[src/rtl/scroller_pkg.sv]
// scroller_pkg: shared constants for the hex_word_scroller display block.
// Holds the 2-bit character codes, their active-low seven-segment patterns
// and the code-to-pattern helper used by hex_char_decoder.
package scroller_pkg;

  // Width of one message character code
  localparam int CHAR_W = 2;

  // Character codes as they appear in the MSG input
  localparam logic [1:0] CH_D     = 2'b00;
  localparam logic [1:0] CH_E     = 2'b01;
  localparam logic [1:0] CH_1     = 2'b10;
  localparam logic [1:0] CH_BLANK = 2'b11;

  // Active-low segment patterns, bit order {g,f,e,d,c,b,a}
  localparam logic [6:0] SEG_D     = 7'b0100001;
  localparam logic [6:0] SEG_E     = 7'b0000110;
  localparam logic [6:0] SEG_1     = 7'b1001111;
  localparam logic [6:0] SEG_BLANK = 7'b1111111;

  // Map a character code to its segment pattern; unknown codes go blank
  function automatic logic [6:0] char_to_seg(input logic [CHAR_W-1:0] code);
    logic [6:0] seg;
    case (code)
      CH_D:     seg = SEG_D;
      CH_E:     seg = SEG_E;
      CH_1:     seg = SEG_1;
      CH_BLANK: seg = SEG_BLANK;
      default:  seg = SEG_BLANK;
    endcase
    return seg;
  endfunction

endpackage

[src/rtl/hex_char_decoder.sv]
// hex_char_decoder: purely combinational 2-bit character code to
// active-low seven-segment pattern. One instance per displayed digit.
module hex_char_decoder
  import scroller_pkg::*;
(
  input  logic [CHAR_W-1:0] code,
  output logic [6:0]        seg
);

  // Translate the character code into its segment pattern
  always_comb begin
    seg = SEG_BLANK;
    seg = char_to_seg(code);
  end

endmodule

[src/rtl/hex_word_scroller.sv]
// hex_word_scroller: shows a NUM_DIGITS-wide window of a MSG_LEN-character
// ring on active-low seven-segment digits and scrolls it left or right on a
// prescaled tick, or one position per STEP rising edge while paused.
// Optional feature macro: SCROLLER_STEP_EN (manual step edge detector).
// With the macro undefined the STEP port is present but has no effect.
module hex_word_scroller
  import scroller_pkg::*;
#(
  parameter int NUM_DIGITS = 6,
  parameter int MSG_LEN    = 4,
  parameter int TICK_DIV   = 50_000_000,
  localparam int POS_W     = (MSG_LEN > 1) ? $clog2(MSG_LEN) : 1
) (
  input  logic                      CLOCK_50,
  input  logic                      RESET,
  input  logic                      EN,
  input  logic                      DIR,
  input  logic                      STEP,
  input  logic [MSG_LEN*CHAR_W-1:0] MSG,
  output logic [NUM_DIGITS*7-1:0]   HEX_OUT,
  output logic [POS_W-1:0]          POS,
  output logic                      TICK
);

  localparam int PRE_W = (TICK_DIV > 1) ? $clog2(TICK_DIV) : 1;
  localparam logic [PRE_W-1:0] PRE_LAST = PRE_W'(TICK_DIV - 1);
  localparam logic [POS_W-1:0] POS_LAST = POS_W'(MSG_LEN - 1);
  // Index arithmetic is done 6 bits wide: max POS 15 plus max offset 7
  localparam int SUM_W = 6;
  localparam int IDX_W = 5;

  logic [PRE_W-1:0]        pre_r;
  logic [PRE_W-1:0]        pre_nxt_s;
  logic [POS_W-1:0]        pos_r;
  logic [POS_W-1:0]        pos_nxt_s;
  logic                    tick_r;
  logic                    adv_s;
  logic                    step_adv_s;
  logic [NUM_DIGITS*7-1:0] hex_r;
  logic [NUM_DIGITS*7-1:0] frame_s;

`ifdef SCROLLER_STEP_EN
  logic step_q_r;

  // Remember last STEP level so only its rising edge requests an advance
  always_ff @(posedge CLOCK_50) begin
    if (RESET) begin
      step_q_r <= 1'b0;
    end else begin
      step_q_r <= STEP;
    end
  end

  // A step edge only counts while auto-scroll is paused; EN wins a tie
  assign step_adv_s = STEP & ~step_q_r & ~EN;
`else
  logic unused_step_s;

  // Manual stepping is not built; the key input is deliberately ignored
  assign unused_step_s = STEP;
  assign step_adv_s    = 1'b0;
`endif

  // Prescaler: counts while enabled, holds while paused, fires at terminal
  always_comb begin
    pre_nxt_s = pre_r;
    adv_s     = 1'b0;
    if (EN) begin
      if (pre_r == PRE_LAST) begin
        pre_nxt_s = {PRE_W{1'b0}};
        adv_s     = 1'b1;
      end else begin
        pre_nxt_s = pre_r + PRE_W'(1);
        adv_s     = 1'b0;
      end
    end else begin
      pre_nxt_s = pre_r;
      adv_s     = step_adv_s;
    end
  end

  // Window start update; DIR only matters on the advance cycle
  always_comb begin
    pos_nxt_s = pos_r;
    if (adv_s) begin
      if (DIR) begin
        if (pos_r == {POS_W{1'b0}}) begin
          pos_nxt_s = POS_LAST;
        end else begin
          pos_nxt_s = pos_r - POS_W'(1);
        end
      end else begin
        if (pos_r == POS_LAST) begin
          pos_nxt_s = {POS_W{1'b0}};
        end else begin
          pos_nxt_s = pos_r + POS_W'(1);
        end
      end
    end else begin
      pos_nxt_s = pos_r;
    end
  end

  // Per-digit character selection and decode of the current window
  for (genvar d = 0; d < NUM_DIGITS; d++) begin : g_digit
    logic [SUM_W-1:0]  sum_s;
    logic [IDX_W-1:0]  idx_s;
    logic [CHAR_W-1:0] code_s;
    logic [6:0]        seg_s;

    // Leftmost digit shows character POS; repeats when digits exceed MSG_LEN
    always_comb begin
      sum_s  = SUM_W'(pos_r) + SUM_W'(NUM_DIGITS - 1 - d);
      idx_s  = IDX_W'(sum_s % SUM_W'(MSG_LEN));
      code_s = MSG[CHAR_W*idx_s +: CHAR_W];
    end

    hex_char_decoder u_dec (
      .code (code_s),
      .seg  (seg_s)
    );

    assign frame_s[7*d +: 7] = seg_s;
  end

  // State and output registers; reset blanks the display and parks POS at 0
  always_ff @(posedge CLOCK_50) begin
    if (RESET) begin
      pre_r  <= {PRE_W{1'b0}};
      pos_r  <= {POS_W{1'b0}};
      tick_r <= 1'b0;
      hex_r  <= {(NUM_DIGITS*7){1'b1}};
    end else begin
      pre_r  <= pre_nxt_s;
      pos_r  <= pos_nxt_s;
      tick_r <= adv_s;
      hex_r  <= frame_s;
    end
  end

  assign HEX_OUT = hex_r;
  assign POS     = pos_r;
  assign TICK    = tick_r;

endmodule

[config.mk]
export PLATFORM = sky130hd
export DESIGN_NAME = hex_word_scroller
export DESIGN_NICKNAME = d
export VERILOG_FILES = /design/src/rtl/scroller_pkg.sv /design/src/rtl/hex_char_decoder.sv /design/src/rtl/hex_word_scroller.sv
export SDC_FILE = /design/constraint.sdc
export NUM_CORES = 1
export LEC_CHECK = 0
export BUFFER_PORTS_ARGS = -buffer_cell sky130_fd_sc_hd__buf_4
export CAP_MARGIN = 5
export CORE_MARGIN = 2
export CORE_UTILIZATION = 58
export DETAILED_ROUTE_END_ITERATION = 7
export PLACE_DENSITY = 0.86
export SETUP_SLACK_MARGIN = 0.2
export SLEW_MARGIN = 0
export SYNTH_ARGS = -nofsm -noshare
export SYNTH_HDL_FRONTEND = slang
export SYNTH_SLANG_ARGS = --single-unit
[constraint.sdc]
create_clock -name CLOCK_50 -period 5.15 [get_ports CLOCK_50]
set_clock_uncertainty 0.15 [all_clocks]
set_input_delay 0.515 -clock CLOCK_50 [delete_from_list [all_inputs] [get_ports CLOCK_50]]
set_output_delay 0.515 -clock CLOCK_50 [all_outputs]
set_load 0.05 [all_outputs]
# Word-level counts from Yosys, hierarchy flattened
# Cells that the tools add are included.
# word_totals
ff_bits	71
input_bits	13
out_inout_bits	45
word_cells	57
# classes
addsub	8
eq_ne	20
shift	6
n_mux	12
reduce_logical	7
# ops
operator	n
$pmux 7 s4	6
$shiftx 8x4->2	6
$add 26x1->26 const B	1
$eq 2x2->1 const B	13
$eq 26x26->1 const B	1
$mux 26	1
$logic_not 2->1	7
$eq 2x1->1 const B	6
$add 2x1->2 const B	4
$mux 2	3
$add 2x2->2 const B	2
$mux 1	2
$sub 2x1->2 const B	1

# Logic depth before layout (Yosys ltp)
# Gate-level depths: netlist of run 1.
# depth
depth_word	4
ltp_mapped	7
mapped_depth_nobuf	6

# Cells and area by module
# From an unflattened synthesis of run 1, not the netlist that was laid out.
# unflattened
cells_unflattened	345
area_unflattened_um2	3359.5
# modules_own_cells
module	n_inst	cells_per_inst	area_each_um2	seq_area_each_um2
hex_word_scroller	1	273	2819.0	1421.4
hex_char_decoder	6	12	90.1	0.0

# Least setup slack after synthesis of run 1
# Ideal clock, no wire load.
# synth_timing
kind	reg2reg
startpoint	register pos_r[0] (netlist: POS[0])
endpoint	register hex_r[20] (netlist: HEX_OUT[20])
setup_time_ns	0.127
arrival_time_ns	2.703
t_required_ns	4.873
path_slack_ns	2.170
stages_incl_launch_ff	7
path_buffers	1
period_less_slack_ns	2.980
path_cell_list	dfxtp_1 -> clkbuf_1 -> inv_1 -> ha_1 -> mux4_2 -> ha_1 -> or3_1
# synth_via
elab_chain_cells	4
word_cells_on_any_way	7
classes_between	add/sub: 1; eq/ne: 3; shift: 1; mux: 1; reduce/logical: 1
# synth_rtl
item	line_no	source
start, declared	hex_word_scroller.sv:34	logic [POS_W-1:0] pos_r;
start signal, assigned	hex_word_scroller.sv:130	pos_r <= {POS_W{1'b0}};
start signal, assigned	hex_word_scroller.sv:135	pos_r <= pos_nxt_s;
$add 2x2->2 (*)	hex_word_scroller.sv:113	sum_s = SUM_W'(pos_r) + SUM_W'(NUM_DIGITS - 1 - d);
$shiftx 8x4->2 (*)	hex_word_scroller.sv:115	code_s = MSG[CHAR_W*idx_s +: CHAR_W];
$eq 2x2->1, or another cell as far along	scroller_pkg.sv:24	case (code)
$pmux 7 s4 (*)	scroller_pkg.sv:24	
end signal, assigned	hex_word_scroller.sv:132	hex_r <= {(NUM_DIGITS*7){1'b1}};
end signal, assigned	hex_word_scroller.sv:137	hex_r <= frame_s;
end, declared	hex_word_scroller.sv:39	logic [NUM_DIGITS*7-1:0] hex_r;
# Every way passes the cells marked *; elsewhere a longest branch is shown, timed or not.
# A chain may end at the register's enable or synchronous reset.

# Final worst setup path of run 1
# Same ends and word-level chain as after synthesis.

==> flow_metrics.tcl, run 1 <==
set metrics [dict create \
    drive_above_1_share_pct 27.74 \
    p_int_uw 589.7 \
    yosysTopAreaCell "dfxtp_1" \
    synth-seq-area-share_pct 38.85 \
    seq_power_share_pct 48.2 \
    power.leakage_nw 1.145 \
    finalHoldViolCount 0 \
    clockBufferDepth 2 \
    grt_start_max_net_pins 26 \
    hold_depth 2 \
    switching_share_pct 28.21 \
    synth.area.top_cells "dfxtp_1 39%, ha_1 8.9%, buf_4 7.1%, mux4_2 7.1%, nand2b_1 3.2%" \
    irDropWorstVdd_mv 0.2617 \
    grt_pass1_vias 1812 \
    hp-class "reg2reg" \
    routedWlPerCell_um 14.36 \
    grtUsageTotal_pct 21.26 \
    synthArstFlopShare_pct 0 \
    syn_to_final_growth_pct 14.77 \
    status "completed" \
    pwr-share-comb_pct 16.2 \
    min_period_ns 2.613 \
    synthSimpleGateAreaFrac_pct 21.31 \
    synthFlopType "dfxtp_1" \
    ys_top_cells_by_count "49 x dfxtp_1, 24 x buf_4, 18 x ha_1" \
    num_rows 23 \
    muxShareOfSynthArea_pct 7.532 \
    arrival_ns 2.67 \
    ff2ff_setup_slack_ns 2.54 \
    r2r_end "HEX_OUT[20]" \
    fin_util_pct 70.91 \
    post_cts_buffers 0 \
    fmax_mhz 382.8 \
    rsz0062_at_grt "false" \
    cts.sinks 49 \
    p_per_area_nw_per_um2 283.4 \
    final.setup.tns_ns 0 \
    synth_xor_area_share_pct 4.163 \
    synth_seq_cells 49 \
    dr.pass1.iters 4 \
    top_level_ports 58 \
    fin_area_um2 2898 \
    die-area_um2 4897 \
    crit_chain "inv_1 -> ha_1 -> mux4_2 -> ha_1 -> or3_1" \
    cts_tree "done" \
    syn_inst 261 \
    dieHeight_um 69.98 \
    regArea_um2 980.9 \
    ys_types 35 \
    tightest_slew_ns 0.7992 \
    synth_top_family_by_area "simple AND/OR/NAND/NOR gates" \
    fin_ws_ns 2.537 \
    fillerInstances 322 \
    drt_iter0_drc 71 \
    gp_congestion 0.7771 \
    post-synth-top-count-cell "dfxtp_1" \
    crit_slowest_cell "dfxtp_1" \
    r2r-start "POS[0]" \
    slew_headroom_pct 46.72 \
    port_buffers 56 \
    crit_family "flip-flops" \
    grt_pass1_wl_mm 8.445 \
    clock-root-buffer "clkbuf_8" \
    synth_edf_count 0 \
    nets 322 \
    cpPeakStageDelay_ns 0.68 \
    vias 1924 \
    clk_pin_slew_ns 0.09 \
    fin_crit_sh_pct 50.73 \
    critical_path.most_common_cell "ha_1" \
    num_antenna_cells 0 \
    overflow 0 \
    reg2regPathDepth 5 \
    cp-end-kind "flop" \
    dp_hpwl_mm 3.577 \
    max-cap-violations 0 \
    start_util_pct 61.79 \
    ys_warn_count 0 \
    synth_fa_ha_area_share_pct 8.920 \
    place_area_um2 2778 \
    wl_mm 4.912 \
    ant_nets 0 \
    holdBufCountCts 0 \
    die_x_um 69.98 \
    crit_buf_inv 1 \
    avgViaCountPerCell 5.626 \
    pre_cts_ws_ns 2.479 \
    synth_compound_area_share_pct 8.028 \
    slew_viol_final 0 \
    crit_type "reg2reg" \
    syn_area_per_cell_um2 9.674 \
    cp-start-kind "flop" \
    synth_area_um2 2525 \
    cts-resized-gates 0 \
    required_ns 5.21 \
    multiInputGateArea_um2 1261 \
    htreeDepth 2 \
    clkPwrFrac_pct 35.5 \
    antenna_found_initial 0 \
    postSynthNetCount 292 \
    worst-path-max-fanout 12 \
    yosysTopAreaCellShare_pct 38.85 \
    fin_hold_ws_ns 0.3362 \
    worstHoldStart "pre_r[23]" \
    min_to "pre_r[23]" \
    drc_errors 0 \
    coreArea_um2 4086 \
    cts_buffers 5 \
    p_switching_uw 231.7 \
    clk_latency_ns 0.31 \
    setup-violations-final 0 \
]
tightest hold or removal path: stages, from the launching register on:
cell and delay, ns:
dfxtp_1 0.33, o41ai_1 0.06, a21oi_1 0.05
cell families after synthesis:
kind of cell             count (synthesis)
adder cells (fa/ha/maj)                 18
AO/OA/AOI/OAI                           34
multiplexers                             9
buffers and inverters                   47
AND/OR/NAND/NOR                         92
flip-flops                              49
XOR/XNOR                                12
power by group through the flow:
stage                     combinational (mW)  clock [mW]  sequential, mW
after floorplan                       0.0722           0           0.436
after global placement                 0.131           0           0.405
after detailed placement               0.134           0           0.406
after CTS                              0.134       0.294           0.397
after global routing                   0.141       0.311           0.398
final                                  0.133       0.292           0.396
flip-flops by register name, indices dropped and copies added (netlist names):
signal	count
TICK	1
HEX_OUT	20
pre_r	26
POS	2
how the worst max path moves through the flow:
stage,start,endpoint,cells past startpoint
5_1_grt,pre_r[0],pre_r[14],5
6_report,POS[0],HEX_OUT[20],5
3_5_place_dp,EN,pre_r[7],5
3_3_place_gp,EN,pre_r[3],5
4_1_cts,POS[0],HEX_OUT[20],5
2_1_floorplan,POS[0],HEX_OUT[20],6
through the flow:
| step | power (mW) | std cells |
|---|---|---|
| after floorplan | 0.5082 | 261 |
| after global placement | 0.5354 | 334 |
| after detailed placement | 0.5394 | 334 |
| after CTS | 0.8249 | 342 |
| after global routing | 0.8503 | 342 |
| final | 0.8214 | 342 |
placed cells by master (no fill, tap or decap), types with 7 or more instances in the layout:
cell	instances
mux4_2	8
nand3_1	7
nor2_1	16
a21oi_1	16
ha_1	18
nand2b_1	13
or4_1	10
inv_1	14
o31ai_1	7
dfxtp_1	49
nand2_1	11
or3_1	7
xnor2_1	8
buf_4	56
area by class of cell:
type	count	area share, %
Tap cell	50	2.159
Timing Repair Buffer	56	14.51
Sequential cell	49	33.85
Inverter	14	1.813
Clock inverter	2	1.295
Multi-Input combinational cell	165	43.52
Clock buffer	6	2.850
per-layer routing:
metal	up-vias	GRT usage, %	wire (um)
met5	-	0	0
met4	0	7.265	58
met3	10	6.349	267
met2	54	37.46	2500
met1	908	24.45	2085
li1	952	-	-
(Power assumes the default switching activity.)
==> run 2, diff against run 1 <==
- CORE_UTILIZATION: 58 -> 48
- PLACE_DENSITY: 0.86 -> 0.76
- clock period: 5.15 -> 2.15 ns (I/O delays scaled with it)
==> flow_metrics.tcl, run 2 (same netlist as run 1, synthesis figures left out) <==
set metrics [dict create \
    die_x_um 76.53 \
    syn_to_final_growth_pct 32.85 \
    tightest_slew_ns 0.4146 \
    clockBufferDepth 2 \
    drive_above_1_share_pct 44.75 \
    wl_mm 5.591 \
    htreeDepth 2 \
    grt_pass1_vias 2014 \
    dr.pass1.iters 4 \
    worst-path-max-fanout 6 \
    cts.sinks 49 \
    r2r-start "pre_r[7]" \
    clk_latency_ns 0.30 \
    required_ns 2.24 \
    grtUsageTotal_pct 19.35 \
    drc_errors 0 \
    start_util_pct 49.44 \
    max-cap-violations 0 \
    dp.cells 366 \
    clk_pin_slew_ns 0.09 \
    drt_iter0_drc 88 \
    nets 354 \
    power.leakage_nw 1.311 \
    dp_hpwl_mm 3.598 \
    antenna_found_initial 0 \
    regMostFlops "pre_r" \
    status "completed" \
    arrival_ns 2.13 \
    dieHeight_um 76.53 \
    grt_start_max_net_pins 26 \
    fin_util_pct 65.68 \
    finalHoldViolCount 0 \
    cts_buffers 5 \
    largest_reg_flops 26 \
    ant_nets 0 \
    cp-end-kind "flop" \
    instances_no_fill 394 \
    num_rows 26 \
    num_antenna_cells 0 \
    die-area_um2 5856 \
    cp-start-kind "flop" \
    fin_crit_sh_pct 94.64 \
    grt_pass1_wl_mm 9.321 \
    routedWlPerCell_um 14.19 \
    irDropWorstVdd_mv 0.2893 \
    final_cell_mix "82 x buf_4, 38 x dfxtp_1, 16 x nor2_1" \
    avgViaCountPerCell 5.305 \
    hold_depth 2 \
    p_total_mw 1.963 \
    holdBufCountCts 0 \
    min_to "pre_r[6]" \
    ff2ff_setup_slack_ns 0.12 \
    final_common_cell "buf_4" \
    setup-violations-final 0 \
    r2r_end "pre_r[14]" \
    gp_congestion 0.7917 \
    coreArea_um2 5107 \
    port_buffers 56 \
    cts_tree "done" \
    worstHoldStart "RESET" \
    crit_type "reg2reg" \
    hp-class "in2reg" \
    slew_viol_final 0 \
    rsz0062_at_grt "true" \
    slew_headroom_pct 72.29 \
    top_level_ports 58 \
    min_period_ns 2.035 \
    final.setup.tns_ns 0 \
    vias 2090 \
    reg2regPathDepth 6 \
    clock-root-buffer "clkbuf_8" \
    p_per_area_nw_per_um2 585.1 \
    fmax_mhz 491.5 \
    overflow 0 \
]
[run 2: how the worst max path moves through the flow]
stage                     slack [ns]          end     start  cells past startpoint
after floorplan                -0.11  HEX_OUT[20]    POS[0]                      6
after global placement          0.14    pre_r[24]  pre_r[3]                      5
after detailed placement        0.09    pre_r[24]  pre_r[3]                      5
after CTS                       0.13    pre_r[23]  pre_r[1]                      5
after global routing            0.05    pre_r[18]  pre_r[7]                      5
final                           0.12    pre_r[14]  pre_r[7]                      6
[run 2: area by class of cell]
| class | count | area (um^2) |
|---|---|---|
| Timing Repair Buffer | 88 | 689.4 |
| Multi-Input combinational cell | 165 | 1389 |
| Tap cell | 70 | 87.58 |
| Sequential cell | 49 | 1012 |
| Fill cell | 383 | 1753 |
| Clock buffer | 7 | 86.33 |
| Clock inverter | 1 | 30.03 |
| Inverter | 14 | 60.06 |
[run 2: worst max-delay path, cell delays in order (launching register included)]
cell,delay [ns]
dfxtp_2,0.34
nand4_1,0.13
buf_4,0.18
or4_4,0.58
buf_6,0.15
or3_4,0.32
a21oi_2,0.12
[run 2: layer usage]
layer  up-vias  global-route usage [%]  wire (um)
met5         -                       0          0
li1       1019                       -          -
met3         9                   4.147        268
met2        58                   34.42       2960
met1      1004                   23.10       2293
met4         0                   6.545         68
[run 2: where the power goes]
| part | switching, mW | internal [mW] |
|---|---|---|
| clock network | 0.295 | 0.379 |
| logic | 0.227 | 0.118 |
| registers | 0.0168 | 0.927 |
| total | 0.539 | 1.42 |
[run 2: per-stage QoR]
stage / instance area (um^2) / setup slack (ns) / hold WS (ns)
after global placement: 2967 / 0.1369 / 0.3085
after floorplan: 2614 / -0.1079 / 0.1686
after detailed placement: 2967 / 0.09098 / 0.3224
after CTS: 3252 / 0.1292 / 0.07066
final: 3354 / 0.1153 / 0.07527
after global routing: 3354 / 0.05307 / 0.09233
[run 2: repair_timing]
action / in CTS / in global routing
setup endpoints to repair: 28 / 17
buffers inserted: 14 / 5
resized for setup: 17 / 17
pin swaps: 14 / 7
cloned: 1 / 0
